`src/rtl/int_sync_crossing_sink_filt.sv`:
```
// int_sync_crossing_sink_filt
// Interrupt sink for a clock-domain crossing. Each line is synchronized through
// SYNC_STAGES flops and, when INT_SYNC_SINK_FILTER_EN is defined, de-glitched by
// a per-line stability counter before reaching auto_out. Rising edges of
// auto_out are latched into pend_vec until the consumer acknowledges them.
//
// Configuration macro: INT_SYNC_SINK_FILTER_EN
//   defined   : auto_out changes only after FILTER_CYCLES consecutive cycles of
//               disagreement with the synchronizer output
//               (latency SYNC_STAGES+FILTER_CYCLES edges).
//   undefined : auto_out is a plain register behind the last synchronizer stage
//               (latency SYNC_STAGES+1 edges); FILTER_CYCLES is only range-checked.
//
// Handshake: pend_valid is high whenever any pend_vec bit is set. A cycle with
// pend_ack high at the rising edge consumes every bit shown in pend_vec on that
// edge; a bit whose rising edge lands on the same clock stays set. pend_ack
// with pend_valid low is harmless.

module int_sync_crossing_sink_filt #(
  parameter int WIDTH         = 2,
  parameter int SYNC_STAGES   = 3,
  parameter int FILTER_CYCLES = 4
) (
  input  logic             clock,
  input  logic             reset,
  input  logic [WIDTH-1:0] auto_in_sync,
  output logic [WIDTH-1:0] auto_out,
  output logic             pend_valid,
  output logic [WIDTH-1:0] pend_vec,
  input  logic             pend_ack
);

  // Elaboration-time parameter range checks
  if (SYNC_STAGES < 2 || SYNC_STAGES > 4) begin : g_bad_sync_stages
    $error("SYNC_STAGES must be in 2..4");
  end
  if (FILTER_CYCLES < 1 || FILTER_CYCLES > 15) begin : g_bad_filter_cycles
    $error("FILTER_CYCLES must be in 1..15");
  end
  if (WIDTH < 1) begin : g_bad_width
    $error("WIDTH must be at least 1");
  end

  // ---------------------------------------------------------------------------
  // Synchronizer: stage 0 is the only flop that sees the asynchronous input.
  // ---------------------------------------------------------------------------
  logic [WIDTH-1:0] sync_q [SYNC_STAGES];
  logic [WIDTH-1:0] sync_out;

  assign sync_out = sync_q[SYNC_STAGES-1];

  // Shift the interrupt levels through the synchronizer chain
  always_ff @(posedge clock) begin
    if (!reset) begin
      for (int s = 0; s < SYNC_STAGES; s++) begin
        sync_q[s] <= '0;
      end
    end else begin
      sync_q[0] <= auto_in_sync;
      for (int s = 1; s < SYNC_STAGES; s++) begin
        sync_q[s] <= sync_q[s-1];
      end
    end
  end

  // ---------------------------------------------------------------------------
  // Level filter: out_d is the value auto_out takes on the next edge.
  // ---------------------------------------------------------------------------
  logic [WIDTH-1:0] out_d;

`ifdef INT_SYNC_SINK_FILTER_EN
  // Counter just wide enough for 0..FILTER_CYCLES-1 (at least one bit).
  localparam int              CNT_W    = (FILTER_CYCLES > 1) ? $clog2(FILTER_CYCLES) : 1;
  localparam logic [CNT_W-1:0] CNT_LAST = CNT_W'(FILTER_CYCLES - 1);

  logic [CNT_W-1:0] cnt_q [WIDTH];
  logic [CNT_W-1:0] cnt_d [WIDTH];

  // Per line: count consecutive disagreements; flip auto_out on the last one
  always_comb begin
    out_d = auto_out;
    for (int i = 0; i < WIDTH; i++) begin
      cnt_d[i] = '0;
      if (sync_out[i] != auto_out[i]) begin
        if (cnt_q[i] == CNT_LAST) begin
          out_d[i] = sync_out[i];
        end else begin
          cnt_d[i] = cnt_q[i] + CNT_W'(1);
        end
      end
    end
  end

  // Filter counter registers; reset discards any count in progress
  always_ff @(posedge clock) begin
    if (!reset) begin
      for (int i = 0; i < WIDTH; i++) begin
        cnt_q[i] <= '0;
      end
    end else begin
      for (int i = 0; i < WIDTH; i++) begin
        cnt_q[i] <= cnt_d[i];
      end
    end
  end
`else
  // Unfiltered: auto_out simply registers the last synchronizer stage
  always_comb begin
    out_d = sync_out;
  end
`endif

  // ---------------------------------------------------------------------------
  // Output level and pending flags.
  // ---------------------------------------------------------------------------
  logic [WIDTH-1:0] rise;
  logic [WIDTH-1:0] pend_d;

  // A rise is detected against the registered auto_out, so it lands on the
  // same edge that drives auto_out high. Set beats acknowledge.
  always_comb begin
    rise   = out_d & ~auto_out;
    pend_d = pend_vec | rise;
    if (pend_ack) begin
      pend_d = rise;
    end
  end

  // Registered filtered level and pending vector; reset overrides pend_ack
  always_ff @(posedge clock) begin
    if (!reset) begin
      auto_out <= '0;
      pend_vec <= '0;
    end else begin
      auto_out <= out_d;
      pend_vec <= pend_d;
    end
  end

  assign pend_valid = |pend_vec;

endmodule

```
`config.mk`:
```
export PLATFORM = sky130hd
export DESIGN_NAME = int_sync_crossing_sink_filt
export DESIGN_NICKNAME = d
export VERILOG_FILES = /design/src/rtl/int_sync_crossing_sink_filt.sv
export SDC_FILE = /design/constraint.sdc
export NUM_CORES = 1
export LEC_CHECK = 0
export CAP_MARGIN = 15
export CORE_AREA = 2 2 39 41
export DETAILED_ROUTE_END_ITERATION = 10
export DIE_AREA = 0 0 41 43
export SYNTH_ARGS = -nofsm -noshare
export SYNTH_HDL_FRONTEND = slang
export SYNTH_SLANG_ARGS = --single-unit
```
`constraint.sdc`:
```
create_clock -name clock -period 0.8 [get_ports clock]
set_input_delay 0.16 -clock clock [delete_from_list [all_inputs] [get_ports clock]]
set_output_delay 0.16 -clock clock [all_outputs]
set_load 0.005 [all_outputs]
```
# Yosys cells after proc, flatten, opt, wreduce, memory -nomap -nowiden
# Memories as Yosys holds them, arrays and structs flattened.
# Cells that the tools add are included.
totals:
  n_memories: 1
  elab_cells: 16
  inputBits: 5
  ram_bits: 6
  output_inout_bits: 5
  reg_bits: 4
memory_table:
  columns: ["name", "words", "width", "rd", "rd_clocked_by_memory_dff", "write_ports", "line", "rtl"]
  rows:
  - ["sync_q", 3, 2, 3, 0, 3, "47", "logic [WIDTH-1:0] sync_q [SYNC_STAGES];"]
op_classes:
  n_reduce_logical: 1
  mux: 6
  bitwise: 6
op_table:
  columns: ["operator", "count"]
  rows:
  - ["2-bit 2-to-1 mux", 4]
  - ["1-bit OR", 3]
  - ["2-bit AND", 1]
  - ["1-bit 2-to-1 mux", 2]
  - ["2-bit inverter", 1]
  - ["2-bit OR", 1]
  - ["2-bit OR reduction", 1]

# Longest topological paths before layout
depth:
  ltp_word: 4
  depth_mapped: 2
  depth_no_buf: 2

# Worst setup path before layout
# OpenSTA, ideal clock, no wires.
synth_path:
  path_kind: "register to output"
  startpoint: "register pend_vec[1]"
  endpoint: "output port pend_valid"
  required_ns: 0.640
  setup_slack_ns: 0.104
  path_buffers: 0
  stages_incl_launch_ff: 2
  arrival_ns: 0.536
  path_cell_list: "dfxtp_1 -> or2_1"
synth_via:
  elab_chain_cells: 1
synth_rtl:
  columns: ["element", "line", "rtl"]
  rows:
  - ["start: declaration", "29", "output logic [WIDTH-1:0] pend_vec,"]
  - ["start signal: assignment", "136", "pend_vec <= pend_d;"]
  - ["2-bit OR reduction", "140", "assign pend_valid = |pend_vec;"]
  - ["end: declaration", "28", "output logic pend_valid,"]
# No other way between the ends.

# Final worst setup path
# Same ends and word-level chain as after synthesis.

==> results by group <==
Detailed routing
  • Via count: 205
  • DRC viols: 0
  • Antenna Nets Post-Route: 0
  • WL/cell: 7.26 um
  • DR vias/cell: 3.80
  • Post-detailed-routing wire length: 392 um
  • DR pass1 iterations: 2
  • DRT iter0 DRCs: 4

CTS
  • Inserted Clock Buffers: 3
  • Clk sinks: 10
  • CTS resizes: 22
  • CTS Buffer Depth: 2
  • Clock root cell: clkbuf_4
  • CTS tree: built
  • Post-CTS Hold Fix Bufs: 0
  • Setup Buffers After CTS: 0
  • Clk slew on worst S/H paths: 0.06 ns
  • Clock latency on the worst-skew pair: 0.26 ns
  • H-tree levels: 1

STA
  • Final Skew: 0.00168 ns
  • Relative slew slack: 0.842
  • Final worst-path cycle share: 1.32
  • Worst Tran Pin Value: 0.237 ns
  • Final Setup Violations: 5
  • Final-report max-slew violation count: 0
  • Hold violation total from the final report: 0
  • Final setup margin: -0.256 ns
  • Unrepaired setup endpoints after global routing: yes
  • Fin crit period: 1.06 ns
  • Setup TNS: -0.571 ns
  • FMAX: 947 MHz
  • Hold Slack: 0.281 ns

Global route
  • Largest net degree at the start of global routing: 11
  • Global-route wire length before repair: 696 um
  • Grt ovf: 0
  • Overall global routing resource usage: 0.0706
  • Vias in the first global route: 192
  • Initial antenna violation count: 0

Power
  • Combinational group share of total power: 0.059
  • Worst vdd ir: 0.00104 V
  • Switch share: 0.189
  • NetSw: 169 uW
  • Reg power frac: 0.580
  • Clock share of power: 0.362
  • Leakage: 0.198 nW
  • Final total power: 895 uW
  • PD cells: 2030 nW/um2
  • Pint: 726 uW

Yosys
  • Yosys Warn Count: 0
  • Mapped cell area: 307 um2
  • Sequential cell area fraction in the yosys report: 0.653
  • Syn Nets: 30
  • Post-Syn Instances: 25
  • Synthesized flop and latch total: 10
  • Synth cell types: 5
  • Syn avg cell area: 12.3 um2

Job
  • Max cap viols: 0

Worst setup path
  • WP data required: 0.64 ns
  • R2R depth: 3
  • Crit path DAT: 0.90 ns
  • Reg2Reg Launch Point: pend_vec[1]
  • Crit path max fanout: 2
  • Critical Setup Path Class: reg -> out
  • Worst R2R End: pend_vec[1]
  • Reg2reg setup slack: 0.14 ns
  • CP endpoint kind: primary output
  • Startpoint types: register

Hold path
  • Class of the tightest hold or removal check: in -> reg
  • Endpoint, Worst Hold: pend_vec[1]
  • Worst hold start: reset
  • WHS Path Cells: 2

Final layout
  • P&R area growth vs syn: 43.7%
  • Most frequent cells in the layout: and2_2, dfxtp_1, nand2b_1
  • Most common cell after layout, fill and taps aside: and2_2
  • ANT cells: 0
  • Post-route cell area: 440 um2
  • Share of layout cells above drive strength 1: 0.526
  • Post-layout util: 0.318
  • Nets: 45
  • Finished Layout Cells: 54

Floorplanning
  • Starting Density: 0.222
  • Die Ht: 43 um
  • Ports: 10
  • Core Region: 1380 um2
  • Rows: 14
  • Die area: 1760 um2
  • Die W: 41 um

Placement
  • Gp weighted congestion: 0.529
  • Area post-placement: 424 um2
  • Cell count after placement: 51
  • DP Worst Slack: -0.293 ns
  • Number of buffers added on ports: 9

Outcome
  • Failing checks: negative setup slack
  • Status: complete, but fails checks
==> worst max-delay path, cell delays in order (launching register included) <==
cell     delay, ns
dfxtp_2       0.31
or2_1         0.21
buf_2         0.12
==> power by group through the flow <==
stage	logic [mW]	clock network [mW]	registers (mW)
final	0.0526	0.324	0.519
after global routing	0.0585	0.377	0.520
after CTS	0.0541	0.348	0.519
after detailed placement	0.0577	0	0.530
after global placement	0.0574	0	0.529
after floorplan	0.0188	0	0.530
==> logic make-up (layout without fill, tap and decap cells) <==
kind of cell    after synthesis  in the layout  synth area share
compound gates                2              2            0.0490
simple gates                 13             13             0.298
buf+inv                       0             13                 0
flops                        10             10             0.653
==> how the worst max path moves through the flow <==
stage	start	endpoint	slack, ns
floorplan	pend_vec[1]	pend_valid	0.10
global placement	pend_vec[1]	pend_valid	-0.29
detailed placement	pend_vec[1]	pend_valid	-0.29
CTS	pend_vec[1]	pend_valid	-0.27
global route	pend_vec[1]	pend_valid	-0.30
finish	pend_vec[1]	pend_valid	-0.26
==> final cells by class <==
cell class,instances,area [um2]
Fill cell,150,943
Sequential cell,10,204
Multi-Input combinational cell,15,106
Timing Repair Buffer,10,87.6
Clock buffer,3,22.5
Tap cell,16,20.0
==> metal layers <==
metal	share of wire	global-route usage
met1	0.40	0.0425
met2	0.42	0.0938
met4	0	0.0600
met3	0.18	0.0942
met5	0	0
==> synth_stat cells <==
cell type / number / share of area
and2_2: 8 / 0.20
dfxtp_1: 10 / 0.65
nand2b_1: 4 / 0.082
a21boi_1: 2 / 0.049
or2_1: 1 / 0.020
==> sequential cells by signal, summed over array words and instances, names as in the netlist <==
| name | flops |
|---|---|
| auto_out | 2 |
| sync_q | 6 |
| pend_vec | 2 |
(Power assumes the default switching activity.)
